==> src/rtl/drivetrain_pkg.sv <==
// Shared definitions for the drive-train protection path.
// Provides the overcurrent channel state type, channel index constants,
// default timing constants (100 MHz clock) and a counter-width helper.
package drivetrain_pkg;

  typedef enum logic [2:0] {
    OFF,
    BLANK,
    ARMED,
    TRIP,
    HOLDOFF
  } oc_state_t;

  localparam int unsigned LEFT  = 0;
  localparam int unsigned RIGHT = 1;

  localparam int unsigned DEF_SYNC_STAGES     = 2;
  localparam int unsigned DEF_BLANK_CYCLES    = 100;   // 1 us
  localparam int unsigned DEF_DEBOUNCE_CYCLES = 50;    // 500 ns
  localparam int unsigned DEF_HOLDOFF_CYCLES  = 1000;  // 10 us
  localparam int unsigned DEF_CNT_W           = 8;

  // Width of a counter that must reach (largest count - 1).
  function automatic int unsigned timer_width(input int unsigned a,
                                              input int unsigned b,
                                              input int unsigned c);
    int unsigned m;
    m = a;
    if (b > m) m = b;
    if (c > m) m = c;
    return (m < 2) ? 1 : $clog2(m);
  endfunction

endpackage

==> src/rtl/oc_channel.sv <==
// One overcurrent qualification channel.
// Synchronises the async comparator, blanks after each PWM turn-on,
// debounces, emits a single-cycle trip pulse, then holds off.
// Ports:
//   clk, rst     - clock, synchronous active-high reset
//   sense_raw    - async comparator output, high = overcurrent
//   pwm          - gate-drive PWM (clk domain), high = conducting
//   sns_disable  - one-cycle trip pulse
//   armed        - channel is qualifying sense
//   trip_count   - saturating trip counter
module oc_channel
  import drivetrain_pkg::*;
#(
  parameter int unsigned SYNC_STAGES     = DEF_SYNC_STAGES,
  parameter int unsigned BLANK_CYCLES    = DEF_BLANK_CYCLES,
  parameter int unsigned DEBOUNCE_CYCLES = DEF_DEBOUNCE_CYCLES,
  parameter int unsigned HOLDOFF_CYCLES  = DEF_HOLDOFF_CYCLES,
  parameter int unsigned CNT_W           = DEF_CNT_W
) (
  input  logic             clk,
  input  logic             rst,
  input  logic             sense_raw,
  input  logic             pwm,
  output logic             sns_disable,
  output logic             armed,
  output logic [CNT_W-1:0] trip_count
);

  localparam int unsigned TW = timer_width(BLANK_CYCLES, DEBOUNCE_CYCLES, HOLDOFF_CYCLES);
  localparam logic [TW-1:0] BLANK_LAST = TW'(BLANK_CYCLES - 1);
  localparam logic [TW-1:0] DEB_LAST   = TW'(DEBOUNCE_CYCLES - 1);
  localparam logic [TW-1:0] HOLD_LAST  = TW'(HOLDOFF_CYCLES - 1);

  logic [SYNC_STAGES-1:0] sync_q;
  logic                   s_sync;
  logic                   pwm_q;
  logic                   pwm_rise;
  oc_state_t              state, state_next;
  logic [TW-1:0]          timer, timer_next;

  always_ff @(posedge clk) begin
    if (rst) begin
      sync_q <= '0;
      pwm_q  <= 1'b0;
    end else begin
      sync_q <= {sync_q[SYNC_STAGES-2:0], sense_raw};
      pwm_q  <= pwm;
    end
  end

  assign s_sync   = sync_q[SYNC_STAGES-1];
  assign pwm_rise = pwm & ~pwm_q;

  always_ff @(posedge clk) begin
    if (rst) begin
      state <= OFF;
      timer <= '0;
    end else begin
      state <= state_next;
      timer <= timer_next;
    end
  end

  // BLANK, ARMED and HOLDOFF are mutually exclusive, so one timer serves as
  // blank counter, qualify counter and hold-off counter in turn.
  always_comb begin
    state_next = state;
    timer_next = timer;
    case (state)
      OFF: begin
        if (pwm_rise) begin
          state_next = BLANK;
          timer_next = '0;
        end
      end
      BLANK: begin
        if (!pwm) begin
          state_next = OFF;
        end else if (timer == BLANK_LAST) begin
          state_next = ARMED;
          timer_next = '0;
        end else begin
          timer_next = timer + TW'(1);
        end
      end
      ARMED: begin
        if (!pwm) begin
          state_next = OFF;
          timer_next = '0;
        end else if (s_sync) begin
          if (timer == DEB_LAST) state_next = TRIP;
          else                   timer_next = timer + TW'(1);
        end else begin
          timer_next = '0;
        end
      end
      TRIP: begin
        state_next = HOLDOFF;
        timer_next = '0;
      end
      HOLDOFF: begin
        if (timer == HOLD_LAST) begin
          state_next = pwm ? BLANK : OFF;
          timer_next = '0;
        end else begin
          timer_next = timer + TW'(1);
        end
      end
      default: begin
        state_next = OFF;
        timer_next = '0;
      end
    endcase
  end

  always_ff @(posedge clk) begin
    if (rst) begin
      trip_count <= '0;
    end else if (state == TRIP && trip_count != '1) begin
      trip_count <= trip_count + CNT_W'(1);
    end
  end

  assign sns_disable = (state == TRIP);
  assign armed       = (state == ARMED);

endmodule

==> src/rtl/overcurrent_detector.sv <==
// Overcurrent detector for the left/right H-bridges; feeds the disable
// handler's SnsDisable input with qualified one-cycle trip pulses.
// Ports:
//   clk, rst       - clock, synchronous active-high reset
//   sense_raw[1:0] - async comparators, [0]=left, [1]=right
//   pwm[1:0]       - gate-drive PWM per channel (clk domain)
//   sns_disable    - per-channel trip pulse
//   armed          - per-channel ARMED status
//   trip_count0/1  - saturating trip counters, left/right
module overcurrent_detector
  import drivetrain_pkg::*;
#(
  parameter int unsigned SYNC_STAGES     = DEF_SYNC_STAGES,
  parameter int unsigned BLANK_CYCLES    = DEF_BLANK_CYCLES,
  parameter int unsigned DEBOUNCE_CYCLES = DEF_DEBOUNCE_CYCLES,
  parameter int unsigned HOLDOFF_CYCLES  = DEF_HOLDOFF_CYCLES,
  parameter int unsigned CNT_W           = DEF_CNT_W
) (
  input  logic             clk,
  input  logic             rst,
  input  logic [1:0]       sense_raw,
  input  logic [1:0]       pwm,
  output logic [1:0]       sns_disable,
  output logic [1:0]       armed,
  output logic [CNT_W-1:0] trip_count0,
  output logic [CNT_W-1:0] trip_count1
);

  oc_channel #(
    .SYNC_STAGES    (SYNC_STAGES),
    .BLANK_CYCLES   (BLANK_CYCLES),
    .DEBOUNCE_CYCLES(DEBOUNCE_CYCLES),
    .HOLDOFF_CYCLES (HOLDOFF_CYCLES),
    .CNT_W          (CNT_W)
  ) u_left (
    .clk        (clk),
    .rst        (rst),
    .sense_raw  (sense_raw[LEFT]),
    .pwm        (pwm[LEFT]),
    .sns_disable(sns_disable[LEFT]),
    .armed      (armed[LEFT]),
    .trip_count (trip_count0)
  );

  oc_channel #(
    .SYNC_STAGES    (SYNC_STAGES),
    .BLANK_CYCLES   (BLANK_CYCLES),
    .DEBOUNCE_CYCLES(DEBOUNCE_CYCLES),
    .HOLDOFF_CYCLES (HOLDOFF_CYCLES),
    .CNT_W          (CNT_W)
  ) u_right (
    .clk        (clk),
    .rst        (rst),
    .sense_raw  (sense_raw[RIGHT]),
    .pwm        (pwm[RIGHT]),
    .sns_disable(sns_disable[RIGHT]),
    .armed      (armed[RIGHT]),
    .trip_count (trip_count1)
  );

endmodule

==> config.mk <==
export PLATFORM = sky130hd
export DESIGN_NAME = overcurrent_detector
export DESIGN_NICKNAME = d
export VERILOG_FILES = /design/src/rtl/drivetrain_pkg.sv /design/src/rtl/oc_channel.sv /design/src/rtl/overcurrent_detector.sv
export SDC_FILE = /design/constraint.sdc
export NUM_CORES = 1
export LEC_CHECK = 0
export ABC_CLOCK_PERIOD_IN_PS = 4200
export BUFFER_PORTS_ARGS = -buffer_cell sky130_fd_sc_hd__clkbuf_2
export CORE_MARGIN = 3
export CORE_UTILIZATION = 30
export CTS_CLUSTER_DIAMETER = 60
export DETAILED_ROUTE_END_ITERATION = 10
export GPL_TIMING_DRIVEN = 0
export SYNTH_ARGS = -nofsm -noshare
export SYNTH_HDL_FRONTEND = slang
export SYNTH_HIERARCHICAL = 1
export SYNTH_SLANG_ARGS = --single-unit
==> constraint.sdc <==
create_clock -name clk -period 4.2 [get_ports clk]
set_input_delay 1.26 -clock clk [delete_from_list [all_inputs] [get_ports clk]]
set_output_delay 1.26 -clock clk [all_outputs]
set_load 0.02 [all_outputs]
==> key figures <==
Worst setup path
  – Critical R2R Launch: u_left/timer[5]$_SDFFE_PP0P_
  – Crit-path most repeated cell: clkbuf_2
  – Crit-path max cell delay: ~0.33 ns
  – CP required: a little under 3 ns
  – Reg2reg path depth: 5
  – CP max FO: 9
  – CP delay by family, top: buffers and inverters
  – Slowest-stage cell, CP: nand3b_1
  – Arr. time, crit path: 1.41 ns
  – Worst Path Buf+Inv: 3
  – Kind of critical path: reg -> out
  – Reg2reg end: u_left/timer[5]$_SDFFE_PP0P_
  – R2R Setup Slk: 1.95 ns
  – CP startpoint kind: flop
  – Critical Path End Type: primary output
  – CP cell instances: clkbuf_2, nand3b_1, inv_1, clkbuf_2
  – Crit path depth: 4

STA
  – Hold Fails Final Rpt: 0
  – Fmax achieved: ~0.38 GHz
  – Worst Max-Slew Pin Slew: 0.847 ns
  – Setup violations, final: 0
  – Minimum clock period: about 2.7 ns
  – Final Skew: 0.00358 ns
  – Final period utilization: 63.5%
  – Rel. slew slack: around 43%
  – RSZ-0062 raised after global routing: no
  – Hold Slack: around 0.45 ns
  – Slew Viols, Final: 0
  – Setup TNS: 0 ns
  – Final setup margin: about 1.5 ns

Placement
  – Place WS: about 1.4 ns
  – Placer Congestion: roughly 0.82
  – Buffers on Ports: 25
  – Hpwl dp: 4.06 mm
  – Placed cell areas: approximately 0.0029 mm²
  – Placed Instances: between 400 and 500

Floorplan
  – Die area: around 0.01 mm²
  – I/O Pins: 26
  – Core ar.: ~0.0083 mm²
  – Die X: 99.1 µm
  – Initial Util: roughly 31%
  – # rows: 33
  – Die height: 99.1 µm

Yosys
  – Most used flip-flop cell after synthesis: dfxtp_1
  – Sequential share of the synthesized area: between 30 and 40%
  – Mean Syn Cell Area: ~8.7 µm²
  – Most frequent cell after synthesis: dfxtp_1
  – Synth Register Bits: 48
  – Post-synth EDFFs: 0
  – Cell taking the most area after synthesis: dfxtp_1
  – Yosys warning total: 6
  – Library cells used by synthesis: 47
  – Cell area after synthesis: approximately 0.0026 mm²
  – Syn_nets: 312
  – Synth top area cells: dfxtp_1 37%, a21oi_1 5.0%, or4_1 4.0%
  – Most frequent cells after synthesis: 48 x dfxtp_1, 26 x a21oi_1, 20 x nor2_1
  – Top cell type's share of synthesized area: between 30% and 40%
  – Post-synth ARST share: 0%
  – Cells after Synth: 300

Clock tree
  – CTS Buf Count: 5
  – CTS Hold Bufs: 0
  – Clk Tree Root Cell: clkbuf_8
  – Post-CTS Repair Setup Buffers: 0
  – Sink Count: 48
  – Worst-Skew Late Latency: approximately 0.29 ns
  – H-tree levels: 2
  – CTS tree: done
  – Worst-path clk slew: about 0.090 ns
  – Maximum clock path buffer count: 2
  – Post_cts resized: 0

Global routing
  – Global-route wire length before repair: 10.3 mm
  – Vias in the first global route: ~2,200
  – Total grt overflow: 0
  – GRT Max-Usage Layer: met2
  – Met2 Usage GRT: roughly a fifth
  – Met1 Track Usage GR: between 10% and 20%
  – Initial antenna violation count: 0
  – GRT Total Usage: 12.2%
  – Largest net degree at the start of global routing: 15
  – Met3 usage: 2.38%

Finish
  – Area Growth Syn to Fin: 13.5%
  – Register Area: 961 µm²
  – Fill count: around 860
  – Post-route insts no fill: 438
  – Multi-input logic area: roughly 0.0015 mm²
  – Nets: ~340
  – Final instance area: slightly below 0.003 mm²
  – Post-layout util: between 30% and 40%
  – Share of cells above drive strength 1: approximately 17%
  – Diodes inserted: 0

Drt
  – Routed vias: between 2,000 and 2,500
  – DR vias/cell: between 5 and 6
  – Post-DRT Antenna Nets: 0
  – # DRC: 0
  – 1st-iter DRT viols: around 100
  – Final wirelength: around 5.7 mm
  – First-pass iteration count of the detailed router: 4
  – WL per Instance: roughly 13 µm

Power
  – Leak: just under 1 nW
  – P per Cell Area: 275 mW/mm²
  – Power Total: about 800 µW
  – Peak VDD IR: ~170 µV

Status
  – Status: finished, final reports clean

Worst hold path
  – Hold path depth: 1
  – Min-delay src: u_left/sync_q[0]$_SDFF_PP0_
  – Endpoint, Worst Hold: u_left/sync_q[1]$_SDFF_PP0_
  – Min-delay worst type: reg -> reg

Job
  – MaxCap Viol Count: 0
==> cell usage in the layout, fill, tap and decap left out, types with 6 or more instances in the layout <==
cell type  instances
nand3_1           10
or4_1             14
o31ai_1           10
ha_1               6
nand2b_1           6
nor2b_1            8
clkbuf_1          11
nand4b_1           8
or3_1             10
clkbuf_2          27
o21ai_0           14
dfxtp_1           48
nand2_1           14
a21oi_1           26
clkbuf_8           8
nor2_1            20
inv_1             14
xnor2_1            6
==> worst max path at each step <==
stage | slack [ns] | from | endpoint
2_1_floorplan | 1.91 | pwm[0] | u_left/timer[9]$_SDFFE_PP0P_
3_3_place_gp | 1.40 | pwm[1] | u_right/timer[1]$_SDFFE_PP0P_
3_5_place_dp | 1.44 | pwm[1] | u_right/timer[1]$_SDFFE_PP0P_
4_1_cts | 1.51 | u_left/state[2]$_SDFFE_PP0P_ | sns_disable[0]
5_1_grt | 1.39 | u_left/state[2]$_SDFFE_PP0P_ | sns_disable[0]
6_report | 1.53 | u_left/state[2]$_SDFFE_PP0P_ | sns_disable[0]
==> worst register-to-register path, delay by kind of cell, from the launching register on <==
| family | cells | cell delay, ns |
|---|---|---|
| buffers and inverters | 1 | 0.27 |
| flip-flops | 1 | 0.32 |
| AND/OR/NAND/NOR | 1 | 0.25 |
| AO/OA/AOI/OAI | 3 | 1.26 |
==> metal layers <==
| layer | vias to the layer above | share of wire, % |
|---|---|---|
| li1 | 1199 | - |
| met3 | 2 | 3.6 |
| met5 | - | 0 |
| met4 | 0 | 0.76 |
| met2 | 37 | 46 |
| met1 | 1099 | 50 |
==> layout make-up <==
class | instances | share of cell area (%)
Multi-Input combinational cell | 222 | 50.5
Sequential cell | 48 | 32.6
Tap cell | 105 | 4.45
Timing Repair Buffer | 25 | 4.24
Inverter | 14 | 1.78
Buffer | 16 | 3.31
Clock buffer | 7 | 2.93
Clock inverter | 1 | 0.254
==> power by group <==
part / total [mW] / switching (mW) / internal, mW
Clock: 0.288 / 0.154 / 0.134
Combinational: 0.0558 / 0.0342 / 0.0216
Sequential: 0.466 / 0.00513 / 0.461
Total: 0.811 / 0.194 / 0.617
==> logic make-up (layout without fill, tap and decap cells) <==
family / count (synthesis) / count (layout) / share of synthesized area, %
XOR/XNOR: 6 / 6 / 2.02
adder cells (fa/ha/maj): 6 / 6 / 2.89
AO/OA/AOI/OAI: 82 / 82 / 21.5
flip-flops: 48 / 48 / 37.0
buffers and inverters: 30 / 63 / 5.78
AND/OR/NAND/NOR: 124 / 124 / 29.3
multiplexers: 4 / 4 / 1.64
==> flip-flops by register name, summed over array words and instances, names as in the netlist <==
register            count
u_left/pwm_q            1
u_left/state            3
u_left/sync_q           2
u_left/timer           10
u_left/trip_count       8
u_right/pwm_q           1
u_right/state           3
u_right/sync_q          2
u_right/timer          10
u_right/trip_count      8
No activity file was read; power rests on OpenSTA's default activity.
